File: config.mk
export PLATFORM = sky130hd
export DESIGN_NAME = squeeze_output_buffer
export DESIGN_NICKNAME = d
export VERILOG_FILES = /design/src/rtl/squeeze_output_buffer.sv
export SDC_FILE = /design/constraint.sdc
export NUM_CORES = 1
export LEC_CHECK = 0
export CORE_UTILIZATION = 40
export DETAILED_ROUTE_END_ITERATION = 8
export GPL_TIMING_DRIVEN = 1
export PLACE_DENSITY = 0.7
export SLEW_MARGIN = 10
export SYNTH_ARGS = -nofsm -noshare
export SYNTH_HDL_FRONTEND = slang
export SYNTH_SLANG_ARGS = --single-unit
File: constraint.sdc
create_clock -name clk -period 4.56 [get_ports clk]
set_input_delay 0.684 -clock clk [delete_from_list [all_inputs] [get_ports clk]]
set_output_delay 0.684 -clock clk [all_outputs]
set_load 0.005 [all_outputs]
File: src/rtl/squeeze_output_buffer.sv
// squeeze_output_buffer: captures cSHAKE squeeze words into a small FWFT FIFO
// and streams them out with byte-accurate last/keep marking and back-pressure.
// Optional build macro: SQUEEZE_OUTPUT_BYTESWAP_EN (byte-reverse each word on write).
module squeeze_output_buffer #(
  parameter int unsigned WOUT      = 32,
  parameter int unsigned DEPTH     = 8,
  parameter int unsigned SKID      = 2,
  parameter int unsigned LEN_WIDTH = 16
) (
  input  logic                 clk,
  input  logic                 rst,
  input  logic                 start,
  input  logic [LEN_WIDTH-1:0] out_len,
  input  logic [WOUT-1:0]      din,
  input  logic                 din_valid,
  output logic                 din_ready,
  output logic [WOUT-1:0]      dout,
  output logic                 dout_valid,
  input  logic                 dout_ready,
  output logic                 dout_last,
  output logic [WOUT/8-1:0]    dout_keep,
  output logic                 busy,
  output logic                 done,
  output logic                 overflow
);

  localparam int unsigned BYTES = WOUT / 8;
  localparam int unsigned TW    = (BYTES > 1) ? $clog2(BYTES) : 1;
  localparam int unsigned PW    = $clog2(DEPTH);
  localparam int unsigned CW    = PW + 1;
  localparam int unsigned LW1   = LEN_WIDTH + 1;

  typedef enum logic [1:0] {IDLE, FILL, DRAIN} state_e;

  state_e               state_q, state_d;
  logic [LEN_WIDTH-1:0] total_q, total_d;
  logic [LEN_WIDTH-1:0] acc_q, acc_d;
  logic [TW-1:0]        tail_q, tail_d;
  logic [PW-1:0]        wr_ptr_q, wr_ptr_d, rd_ptr_q, rd_ptr_d;
  logic [CW-1:0]        count_q, count_d;
  logic                 din_ready_q, din_ready_d;
  logic                 busy_q, busy_d;
  logic                 overflow_q, overflow_d;
  logic                 zdone_q, zdone_d;

  logic [WOUT-1:0]      mem_data_q [DEPTH];
  logic                 mem_last_q [DEPTH];

  logic [WOUT-1:0]      din_w;
  logic [LW1-1:0]       len_ext;
  logic                 fifo_empty, fifo_full, head_last;
  logic                 we_try, wr_en, rd_en, wr_last;
  logic                 done_c;
  logic [BYTES-1:0]     keep_c;

  // Byte ordering applied to incoming words
  always_comb begin
    din_w = din;
`ifdef SQUEEZE_OUTPUT_BYTESWAP_EN
    for (int i = 0; i < int'(BYTES); i++) begin
      din_w[8*i +: 8] = din[8*(int'(BYTES)-1-i) +: 8];
    end
`endif
  end

  // Next-state, FIFO bookkeeping and handshake decode
  always_comb begin
    state_d     = state_q;
    total_d     = total_q;
    acc_d       = acc_q;
    tail_d      = tail_q;
    wr_ptr_d    = wr_ptr_q;
    rd_ptr_d    = rd_ptr_q;
    count_d     = count_q;
    overflow_d  = overflow_q;
    zdone_d     = 1'b0;
    done_c      = zdone_q;
    len_ext     = LW1'({1'b0, out_len}) + LW1'(BYTES - 1);

    fifo_empty  = (count_q == '0);
    fifo_full   = (count_q == CW'(DEPTH));
    head_last   = mem_last_q[rd_ptr_q];
    rd_en       = !fifo_empty && dout_ready;
    we_try      = (state_q == FILL) && din_valid && (acc_q < total_q);
    wr_en       = we_try && (!fifo_full || rd_en);
    wr_last     = ((acc_q + LEN_WIDTH'(1)) == total_q);

    // Accepted-word count advances even on a dropped word so the request ends
    if (we_try) begin
      acc_d = acc_q + LEN_WIDTH'(1);
      if (fifo_full && !rd_en) overflow_d = 1'b1;
    end
    if (wr_en) wr_ptr_d = wr_ptr_q + PW'(1);
    if (rd_en) rd_ptr_d = rd_ptr_q + PW'(1);
    unique case ({wr_en, rd_en})
      2'b10:   count_d = count_q + CW'(1);
      2'b01:   count_d = count_q - CW'(1);
      default: count_d = count_q;
    endcase

    unique case (state_q)
      IDLE: begin
        if (start) begin
          if (out_len != '0) begin
            state_d = FILL;
            total_d = LEN_WIDTH'(len_ext / LW1'(BYTES));
            tail_d  = TW'(out_len % LEN_WIDTH'(BYTES));
            acc_d   = '0;
          end else begin
            zdone_d = 1'b1;
          end
        end
      end
      FILL: begin
        if (we_try && wr_last) state_d = DRAIN;
      end
      DRAIN: begin
        // An empty FIFO here means the last word was lost to overflow
        if ((rd_en && head_last) || fifo_empty) begin
          state_d = IDLE;
          done_c  = 1'b1;
        end
      end
      default: state_d = IDLE;
    endcase

    busy_d      = (state_d != IDLE);
    din_ready_d = (state_d == FILL) && ((CW'(DEPTH) - count_d) > CW'(SKID)) && (acc_d < total_d);
  end

  // Byte-lane valid mask for the FIFO head
  always_comb begin
    keep_c = '1;
    if (fifo_empty) begin
      keep_c = '0;
    end else if (head_last && (tail_q != '0)) begin
      for (int i = 0; i < int'(BYTES); i++) begin
`ifdef SQUEEZE_OUTPUT_BYTESWAP_EN
        keep_c[int'(BYTES)-1-i] = (TW'(i) < tail_q);
`else
        keep_c[i] = (TW'(i) < tail_q);
`endif
      end
    end
  end

  // Control and pointer registers
  always_ff @(posedge clk or negedge rst) begin
    if (!rst) begin
      state_q     <= IDLE;
      total_q     <= '0;
      acc_q       <= '0;
      tail_q      <= '0;
      wr_ptr_q    <= '0;
      rd_ptr_q    <= '0;
      count_q     <= '0;
      din_ready_q <= 1'b0;
      busy_q      <= 1'b0;
      overflow_q  <= 1'b0;
      zdone_q     <= 1'b0;
    end else begin
      state_q     <= state_d;
      total_q     <= total_d;
      acc_q       <= acc_d;
      tail_q      <= tail_d;
      wr_ptr_q    <= wr_ptr_d;
      rd_ptr_q    <= rd_ptr_d;
      count_q     <= count_d;
      din_ready_q <= din_ready_d;
      busy_q      <= busy_d;
      overflow_q  <= overflow_d;
      zdone_q     <= zdone_d;
    end
  end

  // FIFO storage; contents are don't-care until written
  always_ff @(posedge clk) begin
    if (wr_en) begin
      mem_data_q[wr_ptr_q] <= din_w;
      mem_last_q[wr_ptr_q] <= wr_last;
    end
  end

  assign din_ready  = din_ready_q;
  assign busy       = busy_q;
  assign overflow   = overflow_q;
  assign done       = done_c;
  assign dout_valid = !fifo_empty;
  assign dout       = fifo_empty ? '0 : mem_data_q[rd_ptr_q];
  assign dout_last  = !fifo_empty && head_last;
  assign dout_keep  = keep_c;

endmodule

==> metrics.md <==
| Metric | Value |
|---|---|
| Critical path class | `flip-flop to primary output` |
| Main synth FF type | `edfxtp_1` |
| Initial Util | `40.9%` |
| Design area | `16400 um^2` |
| Hold crit path type | `input pin to async pin` |
| Clk slew on worst S/H paths | `0.06 ns` |
| Yosys top cell area share | `57.5%` |
| Hold WS | `about 0.21 ns` |
| Synth warn | `0` |
| Core area | `33700 um^2` |
| Met1 WL | `roughly 12000 um` |
| Post-CTS Resized | `0` |
| Residual DRC | `0` |
| Req. time, crit path | `3.88 ns` |
| Vias after detailed routing | `roughly 7600` |
| I/O pins | `95` |
| Cts bufs inserted | `31` |
| Dpl hpwl | `17900 um` |
| Power Dens Cells | `619 nW/um^2` |
| Post-Route Setup TNS | `0 ns` |
| Largest net degree at the start of global routing | `37` |
| Netlist cell types | `60` |
| Sequential area share after synthesis | `66.6%` |
| Post-synth net total | `951` |
| H-tree depth | `1` |
| Final setup viols | `0` |
| Routed wire per std cell | `19.4 um` |
| Gr usage total | `16.0%` |
| Placed Cells | `1393` |
| Leakage power | `5.87 nW` |
| Number of global-route vias before repair | `roughly 8000` |
| WL final | `28200 um` |
| CTS root buf | `clkbuf_16` |
| Initial antenna violation count | `1` |
| Startpoint Class | `flip-flop` |
| Tcrit/Tclk final | `between 80 and 90%` |
| Nets@finish | `1070` |
| Arrival time at the worst endpoint | `roughly 3.1 ns` |
| Die width | `between 150 and 200 um` |
| Fin crit period | `3.83 ns` |
| Final ANT Viol Nets | `0` |
| Max-slew violations | `0` |
| Fraction of layout cells with a size suffix above 1 | `16.2%` |
| Routed length on met2 | `roughly 14000 um` |
| Worst VDD drop | `330 uV` |
| DRT iter0 DRCs | `511` |
| First-pass GRT wire length | `roughly 44000 um` |
| CTS hold repair buffers | `0` |
| Placement Cell Area | `15400 um^2` |
| Via density | `approximately 5.2` |
| Maximum clock path buffer count | `3` |
| Post-synth ARST share | `15.9%` |
| Top cells by area, synth | `edfxtp_1 58%, mux4_2 11%, dfrtp_1 9.1%` |
| Max Clock Skew | `0.0105 ns` |
| Top sig layer | `met4` |
| Post-Syn Area | `13800 um^2` |
| Layout Cells excl Fill | `about 1500` |
| Synth Instances | `859` |
| # clock sinks | `between 300 and 400` |
| Area leader, netlist | `edfxtp_1` |
| CTS tree | `done` |
| CP max FO | `30` |
| Status | `finished, final reports clean` |
| Max-cap viol count | `0` |
| Synth Area per Inst | `16.0 um^2` |
| Pre-CTS setup slack | `0.408 ns` |
| Postcts setup bufs | `0` |
| Buffers added on ports | `94` |
| Routed met3 length | `between 1000 and 1500 um` |
| Clock Latency Late Sink | `0.57 ns` |
| Std cell rows | `67` |
| Final worst setup slack | `0.732 ns` |
| RSZ-0062 raised after global routing | `false` |
| DRT Pass-1 Iters | `5` |
| Relative slew slack | `36.6%` |
| Grt total ovfl | `0` |
| Overall die height | `~190 um` |
| Placer Congestion | `0.865` |
| Max Clk Rate | `about 260 MHz` |
| Die area | `35200 um^2` |
| Synth-to-Final Area Change | `19.2%` |
| Final Hold Viols | `0` |
| Number of synthesized flops with an enable pin | `264` |
| Worst slew pin tran | `0.949 ns` |
| CP Capture Type | `primary output` |
| FF+latch count, synth | `314` |
-- power by group --
group          internal, mW  total [mW]  switching, mW  leakage (nW)
logic                  1.87        3.65           1.78          2.35
clock network          1.48        2.54           1.06         0.496
registers              3.64        3.97          0.326          3.02
-- layer usage --
layer  GRT usage, %  vias up
met4           4.07        0
met1           21.9     3857
met3           2.23       42
met2           27.0      181
li1               -     3524
met5              0        -
-- Yosys cell counts, types with 6 or more instances --
library cell / instances
mux2i_1: 35
nand2_1: 51
nand3_1: 14
a21o_1: 8
ha_1: 38
and3_1: 7
buf_2: 6
xor2_1: 24
nand4_1: 8
nor4_1: 6
buf_1: 9
nor3_1: 10
nor2b_1: 6
xnor2_1: 31
edfxtp_1: 264
mux4_2: 66
clkbuf_1: 15
o21ai_0: 16
a21oi_1: 23
nor2_1: 71
inv_1: 37
dfrtp_1: 50
-- worst max-delay path, stage by stage (launching register included) --
cell	delay, ns
dfrtp_4	0.67
buf_4	0.57
mux4_2	0.58
mux2i_1	0.18
nor2_1	0.08
clkdlybuf4s50_1	0.47
-- flip-flops by register name, indices dropped and copies added (netlist names) --
signal	flops
zdone_q	1
rd_ptr_q	3
acc_q	16
busy	1
state_q	2
total_q	16
tail_q	2
mem_last_q	8
wr_ptr_q	3
count_q	4
mem_data_q	256
din_ready	1
overflow	1
-- final timing paths --
check	from	end	slack (ns)	cells after the start
setup / recovery	rd_ptr_q[0]	dout[6]	0.73	5
hold / removal	rst	zdone_q	0.21	1
setup reg to reg	acc_q[7]	din_ready	0.74	12
hold reg to reg	wr_ptr_q[2]	wr_ptr_q[2]	0.51	1
max in group asynchronous	rst	rd_ptr_q[0]	3.61	2
min in group clk	wr_ptr_q[2]	wr_ptr_q[2]	0.51	1
-- cell usage in the layout, fill, tap and decap left out, types with 5 or more instances in the layout --
cell             netlist  layout
edfxtp_1             264     264
clkdlybuf4s50_1        0      93
mux4_2                66      66
nor2_1                71      65
nand2_1               51      51
dfrtp_1               50      47
ha_1                  38      38
inv_1                 37      37
mux2i_1               35      35
xnor2_1               31      31
clkbuf_16              0      31
xor2_1                24      24
a21oi_1               23      23
buf_4                  1      23
o21ai_0               16      16
nand3_1               14      14
nand4_1                8       8
nor3_1                10       8
a21o_1                 8       8
and3_1                 7       7
nor4_1                 6       6
nor2_4                 0       6
clkinv_2               0       6
clkbuf_1              15       6
nor2b_1                6       5
or3_1                  5       5
nand2b_1               5       5
clkinv_1               0       5
-- cell families (layout without fill, tap and decap cells) --
logic type               count (synthesis)  count (layout)  synth area share [%]
other                                    0               1                     0
buffers and inverters                   70             214                  2.04
flip-flops                             314             314                  66.6
multiplexers                           104             104                  13.6
adder cells (fa/ha/maj)                 39              39                  3.60
AND/OR/NAND/NOR                        203             203                  7.17
AO/OA/AOI/OAI                           74              74                  3.47
XOR/XNOR                                55              55                  3.50
-- layout make-up --
type | count | area, um^2
Inverter | 38 | 143
Antenna cell | 1 | 2.50
Fill cell | 2826 | 17300
Sequential cell | 314 | 9190
Clock inverter | 21 | 229
Timing Repair Buffer | 118 | 1130
Multi-Input combinational cell | 475 | 4370
Clock buffer | 37 | 798
Tap cell | 448 | 561
-- through the flow --
step	power (mW)	utilization [%]
floorplan	6.22	-
global placement	7.68	45.7
detailed placement	7.73	45.7
CTS	10.3	48.7
global route	10.7	48.7
finish	10.2	48.7
(Power assumes the default switching activity.)
